<file path="src/rtl/mem_access_pkg.sv">
// Shared definitions for the load/store unit: funct3 encodings, FSM states
// and the big-endian load extraction used by both the unit and the writeback mux.
package mem_access_pkg;

    localparam logic [2:0] F3_B  = 3'd0;
    localparam logic [2:0] F3_H  = 3'd1;
    localparam logic [2:0] F3_W  = 3'd2;
    localparam logic [2:0] F3_BU = 3'd4;
    localparam logic [2:0] F3_HU = 3'd5;

    typedef enum logic [2:0] {
        IDLE,
        LOAD,
        STORE,
        RMW_RD,
        RMW_WR,
        FAULT
    } mem_state_t;

    // The addressed byte sits in the top lane because the RAM is big-endian.
    function automatic logic [31:0] extend_load(input logic [2:0] funct3,
                                                input logic [31:0] word);
        logic [31:0] result;
        case (funct3)
            F3_B:    result = {{24{word[31]}}, word[31:24]};
            F3_H:    result = {{16{word[31]}}, word[31:16]};
            F3_BU:   result = {24'd0, word[31:24]};
            F3_HU:   result = {16'd0, word[31:16]};
            default: result = word;
        endcase
        return result;
    endfunction

    function automatic logic legal_funct3(input logic isWrite,
                                          input logic [2:0] funct3);
        logic ok;
        if (isWrite) begin
            ok = (funct3 == F3_B) || (funct3 == F3_H) || (funct3 == F3_W);
        end else begin
            ok = (funct3 == F3_B) || (funct3 == F3_H) || (funct3 == F3_W) ||
                 (funct3 == F3_BU) || (funct3 == F3_HU);
        end
        return ok;
    endfunction

endpackage

</file>
<file path="src/rtl/mem_load_align.sv">
// Combinational load extraction: raw RAM word plus funct3 gives the
// sign/zero-extended register value.
module mem_load_align
    import mem_access_pkg::*;
#(
    parameter int dataW = 32
) (
    input  logic [2:0]       funct3,
    input  logic [dataW-1:0] ram_out,
    output logic [dataW-1:0] load_data
);

    assign load_data = extend_load(funct3, ram_out);

endmodule

</file>
<file path="src/rtl/mem_access_unit.sv">
// Initiator side of the zero-delay big-endian RAM: executes RV32I loads and
// stores, using read-modify-write for sub-word stores.
module mem_access_unit
    import mem_access_pkg::*;
#(
    parameter int dataW       = 32,
    parameter int RAMAddrSize = 16
) (
    input  logic                   clock,
    input  logic                   reset,
    input  logic                   req_valid,
    output logic                   req_ready,
    input  logic                   req_write,
    input  logic [2:0]             req_funct3,
    input  logic [31:0]            req_addr,
    input  logic [dataW-1:0]       req_wdata,
    output logic                   resp_valid,
    output logic [dataW-1:0]       resp_rdata,
    output logic                   resp_fault,
    output logic [RAMAddrSize-1:0] RAMAddr,
    output logic [dataW-1:0]       DataIn,
    output logic                   RAMWriteControl,
    input  logic [dataW-1:0]       RAMOut
);

    // Highest start address whose 4-byte window still fits in the RAM.
    localparam logic [31:0] maxAddr = 32'((64'd1 << RAMAddrSize) - 64'd4);

    mem_state_t state_q, state_d;

    logic [RAMAddrSize-1:0] addr_q;
    logic [RAMAddrSize-1:0] lastAddr_q;
    logic [2:0]             funct3_q;
    logic [dataW-1:0]       wdata_q;
    logic [dataW-1:0]       merge_q;
    logic [dataW-1:0]       mergeWord;
    logic [dataW-1:0]       loadData;
    logic                   accept;
    logic                   reqFault;
    logic                   respValid_d;
    logic                   respFault_d;
    logic [dataW-1:0]       respRdata_d;
    logic                   accessState;

    mem_load_align #(
        .dataW(dataW)
    ) u_load_align (
        .funct3   (funct3_q),
        .ram_out  (RAMOut),
        .load_data(loadData)
    );

    assign accept      = req_valid && (state_q == IDLE);
    assign reqFault    = (req_addr > maxAddr) || !legal_funct3(req_write, req_funct3);
    assign accessState = (state_q == LOAD) || (state_q == STORE) ||
                         (state_q == RMW_RD) || (state_q == RMW_WR);

    // Only the top byte/half is replaced; the rest of the window is written back as read.
    assign mergeWord = (funct3_q == F3_B) ? {wdata_q[7:0], RAMOut[dataW-9:0]}
                                          : {wdata_q[15:0], RAMOut[dataW-17:0]};

    always_ff @(posedge clock or posedge reset) begin
        if (reset) begin
            state_q <= IDLE;
        end else begin
            state_q <= state_d;
        end
    end

    // RAM strobes are decoded from state so a reset kills a write in the same instant.
    always_comb begin
        state_d         = state_q;
        req_ready       = 1'b0;
        RAMAddr         = lastAddr_q;
        DataIn          = '0;
        RAMWriteControl = 1'b0;
        respValid_d     = 1'b0;
        respRdata_d     = '0;
        respFault_d     = 1'b0;
        case (state_q)
            IDLE: begin
                req_ready = 1'b1;
                if (req_valid) begin
                    if (reqFault) begin
                        state_d = FAULT;
                    end else if (!req_write) begin
                        state_d = LOAD;
                    end else if (req_funct3 == F3_W) begin
                        state_d = STORE;
                    end else begin
                        state_d = RMW_RD;
                    end
                end
            end
            LOAD: begin
                RAMAddr     = addr_q;
                respValid_d = 1'b1;
                respRdata_d = loadData;
                state_d     = IDLE;
            end
            STORE: begin
                RAMAddr         = addr_q;
                DataIn          = wdata_q;
                RAMWriteControl = 1'b1;
                respValid_d     = 1'b1;
                state_d         = IDLE;
            end
            RMW_RD: begin
                RAMAddr = addr_q;
                state_d = RMW_WR;
            end
            RMW_WR: begin
                RAMAddr         = addr_q;
                DataIn          = merge_q;
                RAMWriteControl = 1'b1;
                respValid_d     = 1'b1;
                state_d         = IDLE;
            end
            FAULT: begin
                respValid_d = 1'b1;
                respFault_d = 1'b1;
                state_d     = IDLE;
            end
            default: begin
                state_d = IDLE;
            end
        endcase
    end

    always_ff @(posedge clock or posedge reset) begin
        if (reset) begin
            addr_q     <= '0;
            funct3_q   <= '0;
            wdata_q    <= '0;
            merge_q    <= '0;
            lastAddr_q <= '0;
            resp_valid <= 1'b0;
            resp_rdata <= '0;
            resp_fault <= 1'b0;
        end else begin
            if (accept) begin
                addr_q   <= req_addr[RAMAddrSize-1:0];
                funct3_q <= req_funct3;
                wdata_q  <= req_wdata;
            end
            if (state_q == RMW_RD) begin
                merge_q <= mergeWord;
            end
            if (accessState) begin
                lastAddr_q <= addr_q;
            end
            resp_valid <= respValid_d;
            resp_rdata <= respRdata_d;
            resp_fault <= respFault_d;
        end
    end

endmodule
</file>
<file path="config.mk">
export PLATFORM = sky130hd
export DESIGN_NAME = mem_access_unit
export DESIGN_NICKNAME = d
export VERILOG_FILES = /design/src/rtl/mem_access_pkg.sv /design/src/rtl/mem_load_align.sv /design/src/rtl/mem_access_unit.sv
export SDC_FILE = /design/constraint.sdc
export NUM_CORES = 1
export LEC_CHECK = 0
export BUFFER_PORTS_ARGS = -buffer_cell sky130_fd_sc_hd__buf_2
export CORE_MARGIN = 2
export CORE_UTILIZATION = 46
export DETAILED_ROUTE_END_ITERATION = 6
export PLACE_DENSITY = 0.76
export SETUP_SLACK_MARGIN = 0.05
export SLEW_MARGIN = 5
export SYNTH_ARGS = -nofsm -noshare
export SYNTH_HDL_FRONTEND = slang
export SYNTH_SLANG_ARGS = --single-unit
</file>
<file path="constraint.sdc">
create_clock -name clock -period 4.31 [get_ports clock]
set_input_delay 0.6465 -clock clock [delete_from_list [all_inputs] [get_ports clock]]
set_output_delay 0.6465 -clock clock [all_outputs]
set_load 0.02 [all_outputs]
</file>
[Word-level counts from Yosys, hierarchy flattened]
Cells that the tools add are included.
Word-level totals
  bits in registers: 136
  bits of input ports: 103
  word-level logic and storage cells: 54
Cells by class
  order comparisons: 1
  eq/ne operators: 13
  mux-type cells: 15
  reduce and logical (&&, ||, !) cells: 16
Operators by type and width (count)
  $pmux W32 S4: 1
  $mux W32: 2
  $pmux W32 S2: 1
  $gt A32 B16 Y1 const B: 1
  $eq A3 B3 Y1 const B: 6
  $mux W16: 1
  $eq A3 B1 Y1 const B: 3
  $eq A3 B2 Y1 const B: 3
  $logic_not A3 Y1: 3
  $logic_or A1 B1 Y1: 8
  $reduce_or A4 Y1: 2
  $mux W1: 6
  $mux W3: 2
  $pmux W3 S2: 1
  $mux W2: 1
  $ne A2 B2 Y1 const B: 1
  $reduce_or A2 Y1: 1
  $logic_and A1 B1 Y1: 1
  $logic_not A1 Y1: 1

[Logic depth before layout (Yosys ltp)]
Gate-level depths: netlist of run 1.
  depth after elaboration: 11
  gate-level depth with buffers: 7
  gate-level depth less buffers: 4

[By module]
From an unflattened synthesis of run 1, not the netlist that was laid out.
Second synthesis, totals
  cells, all modules: 581
  area, all modules: 6140.9 µm²
By module, submodules not included
  mem_access_unit: times used 1, cells each 511, area each 5683.0 µm²
  mem_load_align: times used 1, cells each 70, area each 457.9 µm²

[Least setup slack after synthesis of run 1]
Ideal clock, no wire load.
  kind: reg-to-output
  start: reg state_q[1]
  end: out RAMAddr[13]
  data arrival time: 1.550 ns
  required time: 3.664 ns
  path slack: 2.114 ns
  cell stages (with the launch flop): 6
  path buffers: 2
  path through: dfrtp_1 buf_6 nor3_4 nor2_1 buf_4 mux2_1
On the way
  longest elaborated chain between the ends: 3
  elaborated cells between the ends (all ways): 6
  those cells by class: eq/ne: 4; mux: 1; reduce/logical: 1
RTL lines
  start: declaration: line mem_access_unit.sv:29  | mem_state_t state_q, state_d;
  start signal: assignment: line mem_access_unit.sv:66  | state_q <= state_d;
  $eq A3 B1 Y1 (tied with other cells): line mem_access_unit.sv:80  | case (state_q)
  $reduce_or A4 Y1 (no source line) *
  $mux W16 *: line mem_access_unit.sv:80
  end: declaration: line mem_access_unit.sv:20  | output logic [RAMAddrSize-1:0] RAMAddr,
Every way passes the cells marked *; elsewhere a longest branch is shown, timed or not.

[Worst setup path after layout of run 1]
  start: reg state_q[0]
  end: out DataIn[21]
On the way
  longest elaborated chain between the ends: 2
  elaborated cells between the ends (all ways): 3
  those cells by class: eq/ne: 2; mux: 1
RTL lines
  $eq A3 B3 Y1 / $eq A3 B2 Y1 (equally long branches): line mem_access_unit.sv:80
  $pmux W32 S2 *: line mem_access_unit.sv:80
  end: declaration: line mem_access_unit.sv:21  | output logic [dataW-1:0] DataIn,
Marks and branches as above.

==> key figures, run 1 <==
Run status
  • Status: complete, no violations

Clocking
  • H-tree levels: 4
  • Postcts setup bufs: 0
  • CTS Hold Bufs: 0
  • CTS Buffer Depth: 2
  • Clk sink count: 136
  • Number of gates resized after cts: 0
  • CTS tree: built
  • Root Buffer: clkbuf_16
  • Worst-path clk slew: 0.06 ns
  • CTS Buf Count: 17
  • Worst-skew pair later-pin latency: 0.41 ns

Detailed routing
  • Final ANT Viol Nets: 0
  • Via count: 4870
  • Drt first pass iters: 4
  • Routed len/inst: 17.5 um
  • Vias per cell: 5.22
  • Iter 0 DRT Violations: 410
  • Drt drc: 0
  • DRT Wirelength: 16300 um

Worst hold path
  • Worst Hold Class: in -> async

Final layout
  • Layout cells sized above 1: 0.382
  • # fillers: 1117
  • Commonest non-fill, non-tap cell in the layout: buf_2
  • Area of the multi-input gates: 0.00238 sq mm
  • Reg area: 0.00340 sq mm
  • P&R area growth vs syn: 26.5%
  • Antenna cell count: 0
  • Commonest cells after routing, fill and taps aside: buf_2, nand2_1, dfrtp_1
  • Nets: 851

Critical path
  • Crit path max fanout: 33
  • CP arrival: 2.19 ns
  • Worst Setup End Kind: output port
  • CP required: 3.66 ns
  • Startpoint types: flip-flop
  • Setup CP Type: reg -> out

Floorplan
  • Initial core utilization: 0.474
  • Die Height: 118 um
  • # IOs: 187
  • Core area: 0.0127 sq mm
  • Cell row count: 41
  • Die Span X: 118 um
  • Die ar.: 0.0140 sq mm

Timing
  • Pins Over Slew Limit: 0
  • Slew HR: 0.240
  • Setup violators final: 0
  • Worst-Margin Slew: 1.14 ns
  • Hold Vio Cnt, Final: 0
  • RSZ-0062 raised after global routing: false
  • Sum Neg Setup Slack: 0 ns
  • Fin crit share: 0.659
  • FMAX: 0.352 GHz
  • Final Skew: 0.00687 ns
  • Final Critical Period: 2.84 ns

GRT
  • Initial antenna violation count: 0
  • Vias in the first global route: 4818
  • Global Route Usage Sum: 0.237
  • GRT overflow: 0
  • First-pass GRT wire length: 25800 um
  • Largest net degree at the start of global routing: 54

Synthesis
  • Syn avg cell area: 10.5 sq um
  • Yosys warning total: 0
  • #FFs+latches synth: 136
  • Synth cell types: 35
  • Cells after synthesis: 574
  • Cell Area, Synth: 0.00603 sq mm
  • Sequential share of the synthesized area: 0.564
  • Synth Net Count: 677

Place
  • Placer congestion estimate: 0.866
  • HPWL after DPL: 11400 um
  • Buffers on Ports: 186

Power
  • Final Power: 3.88 mW
  • Max VDD drop: 270 uV
  • Leakage dissipation: 4.03 nW
  • Cell Pwr Density: 508 mW/mm^2

Run
  • Maxcap violations: 0
==> logic make-up (layout without fill, tap and decap cells) <==
family | after synthesis | in the layout | synth area share
mux | 72 | 72 | 0.129
compound gates | 96 | 96 | 0.116
xor+xnor | 1 | 1 | 0.00145
buf+inv | 57 | 244 | 0.0446
simple gates | 212 | 212 | 0.144
flops | 136 | 136 | 0.564
==> worst max-delay path: stages (launching register included) <==
cell,delay (ns)
dfrtp_1,0.47
nor2_1,0.21
and2_2,0.68
a22o_1,0.24
buf_2,0.17
==> metrics by stage <==
step	hold slack (ns)	std cells	worst slack [ns]	util	instance area [sq um]
3_3_place_gp	0.464	901	1.56	0.555	7060
4_1_cts	0.368	933	0.968	0.600	7630
3_5_place_dp	0.467	901	1.43	0.555	7060
5_1_grt	0.413	933	1.37	0.600	7630
6_report	0.353	933	1.47	0.600	7630
2_1_floorplan	0.447	574	1.97	-	6030
==> worst paths after layout <==
kind / slack, ns / from / endpoint / cells past startpoint
setup / recovery: 1.47 / state_q[0]$_DFFE_PP0P_ / DataIn[21] / 4
hold / removal: 0.35 / reset / state_q[2]$_DFFE_PP0P_ / 2
setup reg to reg: 1.96 / state_q[1]$_DFFE_PP0P_ / merge_q[11]$_DFFE_PP0P_ / 3
hold reg to reg: 0.48 / wdata_q[19]$_DFFE_PP0P_ / wdata_q[19]$_DFFE_PP0P_ / 2
max in group asynchronous: 2.86 / reset / resp_rdata[11]$_DFF_PP0_ / 3
min in group clock: 0.42 / req_wdata[29] / wdata_q[29]$_DFFE_PP0P_ / 3
==> sequential cells by signal, indices dropped and copies added (netlist names) <==
signal and flops:
addr_q 16, funct3_q 3, lastAddr_q 16, merge_q 32, resp_fault 1, resp_rdata 32, resp_valid 1, state_q 3
wdata_q 32
==> routing by layer <==
layer | up-vias | GRT usage | wire length (um)
met5 | - | 0 | 0
met4 | 0 | 0.0856 | 373
met3 | 27 | 0.0661 | 1080
met2 | 211 | 0.366 | 7590
met1 | 2348 | 0.321 | 7250
li1 | 2284 | - | -
==> power by group <==
part | internal, mW | switching (mW) | leakage (nW) | total [mW]
sequential | 1.48 | 0.146 | 1.70 | 1.62
combinational | 0.352 | 0.508 | 2.05 | 0.860
clock | 0.867 | 0.526 | 0.283 | 1.39
total | 2.69 | 1.18 | 4.03 | 3.88
==> cells in the mapped netlist <==
| master | number | area share |
|---|---|---|
| dfrtp_1 | 136 | 0.56 |
| nor3b_2 | 1 | 0.0021 |
| o211ai_1 | 1 | 0.0012 |
| a41oi_1 | 1 | 0.0015 |
| o21a_1 | 1 | 0.0012 |
| mux2_2 | 46 | 0.086 |
| nand4_1 | 4 | 0.0041 |
| nor3_4 | 1 | 0.0027 |
| or2_2 | 1 | 0.0010 |
| a22o_1 | 32 | 0.046 |
| a21oi_2 | 10 | 0.015 |
| a2111oi_4 | 1 | 0.0046 |
| inv_1 | 18 | 0.011 |
| nor2_1 | 22 | 0.014 |
| a211o_1 | 1 | 0.0015 |
| or3b_1 | 1 | 0.0015 |
| and2_1 | 2 | 0.0021 |
| clkbuf_1 | 15 | 0.0093 |
| and3_1 | 1 | 0.0010 |
| o21ai_0 | 19 | 0.016 |
| nor4_1 | 4 | 0.0041 |
| a21oi_1 | 23 | 0.019 |
| buf_2 | 14 | 0.012 |
| buf_1 | 2 | 0.0012 |
| buf_6 | 2 | 0.0037 |
| nor3_1 | 2 | 0.0017 |
| xnor2_1 | 1 | 0.0015 |
| o21bai_4 | 1 | 0.0031 |
| buf_4 | 6 | 0.0075 |
| or4_4 | 1 | 0.0019 |
| a22oi_1 | 6 | 0.0075 |
| mux2_1 | 2 | 0.0037 |
| mux2i_1 | 24 | 0.040 |
| nand2_1 | 171 | 0.11 |
| nand3b_1 | 1 | 0.0012 |
==> final cells by class <==
type                            count  area share
Sequential cell                   136       0.446
Multi-Input combinational cell    381       0.311
Timing Repair Buffer              194       0.130
Clock buffer                       25      0.0663
Tap cell                          172      0.0282
Inverter                           18     0.00935
Clock inverter                      7     0.00869
Power figures use the tool's default switching activity.
==> inputs of run 2 (changes only) <==
clock period = 2.3 ns   (was 4.31 ns; I/O delays follow)
==> run 2 against run 1 <==
  * Wire length shrank 2.9%
  * Register-to-register slack got worse by 1.5 ns
  * Clock-buffer cell count decreased by 6
  * Critical endpoint is now RAMAddr[1]
  * Clock power up 94%
  * Sequential cell count stayed put
  * Via count increased by 0.78%
==> key figures, run 2 (same netlist as run 1, synthesis figures left out) <==
Detailed routing
  • Drt first pass iters: 5
  • Iter 0 DRT Violations: 336
  • Routed len/inst: 16.8 um
  • Drt drc: 0
  • Vias per cell: 5.20
  • Final ANT Viol Nets: 0
  • Via count: 4908
  • DRT Wirelength: 15800 um

Floorplan
  • # IOs: 187
  • Cell row count: 41
  • Core area: 0.0127 sq mm
  • Die Height: 118 um
  • Die Span X: 118 um
  • Die ar.: 0.0140 sq mm
  • Initial core utilization: 0.474

Final layout
  • Commonest non-fill, non-tap cell in the layout: buf_2
  • Largest regs: merge_q: 32 flops, resp_rdata: 32 flops, wdata_q: 32 flops
  • # fillers: 1084
  • P&R area growth vs syn: 30.1%
  • Antenna cell count: 0
  • Layout cells sized above 1: 0.394
  • Nets: 861
  • Non-Filler Instances: 943
  • Final instance area: 0.00785 sq mm
  • Commonest cells after routing, fill and taps aside: buf_2, nand2_1, dfrtp_1
  • Util after Layout: 0.617

Timing
  • Final Critical Period: 2.27 ns
  • Final worst slack: 0.0317 ns
  • Final Skew: 0.0154 ns
  • WHS: 0.105 ns
  • FMAX: 0.441 GHz
  • Setup violators final: 0
  • Slew HR: 0.620
  • Sum Neg Setup Slack: 0 ns
  • Pins Over Slew Limit: 0
  • Hold Vio Cnt, Final: 0
  • Fin crit share: 0.986
  • Worst-Margin Slew: 0.568 ns
  • RSZ-0062 raised after global routing: true

Place
  • Buffers on Ports: 186
  • Placed Instances: 908
  • Dpl cell area: 0.00717 sq mm
  • Placer congestion estimate: 0.840
  • Setup WS pre-CTS: 0.360 ns
  • HPWL after DPL: 11400 um

Clocking
  • CTS tree: built
  • H-tree levels: 4
  • Root Buffer: clkbuf_16
  • CTS Buf Count: 17
  • Worst-skew pair later-pin latency: 0.43 ns
  • CTS Buffer Depth: 2
  • Worst-path clk slew: 0.06 ns
  • Clk sink count: 136

GRT
  • Vias in the first global route: 4968
  • Global Route Usage Sum: 0.233
  • Initial antenna violation count: 1
  • GRT overflow: 0
  • First-pass GRT wire length: 25400 um
  • Largest net degree at the start of global routing: 49

Critical path
  • Setup CP Type: reg -> out
  • CP arrival: 1.92 ns
  • Crit path max fanout: 16
  • Worst Setup End Kind: output port
  • CP required: 1.96 ns
  • Startpoint types: flip-flop
  • CP max stage delay: 0.46 ns
  • Crit-path cells: o21a_1 > nor2_4 > buf_12 > mux2_2 > buf_4
  • Worst path slowest cell: dfrtp_2

Power
  • Cell Pwr Density: 944 mW/mm^2
  • Leakage dissipation: 4.12 nW
  • Max VDD drop: 691 uV
  • Final Power: 7.41 mW

Worst hold path
  • Worst Hold Class: in -> reg

Run status
  • Status: complete, no violations

Run
  • Maxcap violations: 0
## run 2: changes by cell type in the layout (fill, tap and decap cells not counted), moves of 2 or more
cell	previous run	this run
clkbuf_8	5	1
buf_2	186	182
clkbuf_1	3	1
buf_4	8	13
dfrtp_2	0	2
buf_12	0	6
inv_6	0	4
dfrtp_1	136	134
## run 2: cell type report
cell class,instances,area (sq um),share of cell area
sequential,136,3410,0.434
multi-input combinational,381,2380,0.304
timing repair buffer,204,1190,0.151
clock buffer,19,443,0.0565
tap,172,215,0.0274
clock inverter,13,143,0.0182
inverter,18,71.3,0.00909
## run 2: where the power goes
group	switching (mW)	leakage [nW]	internal, mW
clock	1.06	0.285	1.63
sequential	0.261	1.69	2.76
combinational	0.953	2.15	0.737
## run 2: critical path, delay by kind of cell (launching register included)
family          cells  cell delay (ns)
flops               1             0.46
mux                 1             0.35
buf+inv             2             0.33
compound gates      1             0.23
simple gates        1             0.13
## run 2: path summary, 6_finish.rpt
check	startpoint	end	slack, ns	cells past startpoint
setup / recovery	state_q[1]$_DFFE_PP0P_	RAMAddr[1]	0.03	5
hold / removal	req_wdata[16]	wdata_q[16]$_DFFE_PP0P_	0.10	3
setup reg to reg	funct3_q[0]$_DFFE_PP0P_	merge_q[26]$_DFFE_PP0P_	0.51	4
hold reg to reg	wdata_q[17]$_DFFE_PP0P_	wdata_q[17]$_DFFE_PP0P_	0.48	2
max in group asynchronous	reset	wdata_q[8]$_DFFE_PP0P_	1.14	4
min in group asynchronous	reset	funct3_q[0]$_DFFE_PP0P_	0.47	3
## run 2: metal layers
metal | share of wire | global-route usage | up-vias | routed length [um]
li1 | - | - | 2312 | -
met1 | 0.45 | 0.310 | 2365 | 7050
met2 | 0.47 | 0.363 | 204 | 7390
met3 | 0.070 | 0.0647 | 25 | 1110
met4 | 0.017 | 0.0885 | 2 | 269
met5 | 0.00051 | 0 | - | 8
## run 2: what timing repair did
item	4_1_cts	5_1_grt
setup endpoints to repair	49	46
hold buffers	1	0
buffers inserted	1	0
gates resized for setup	5	8
endpoints found under the hold margin	13	0
cloned	1	0
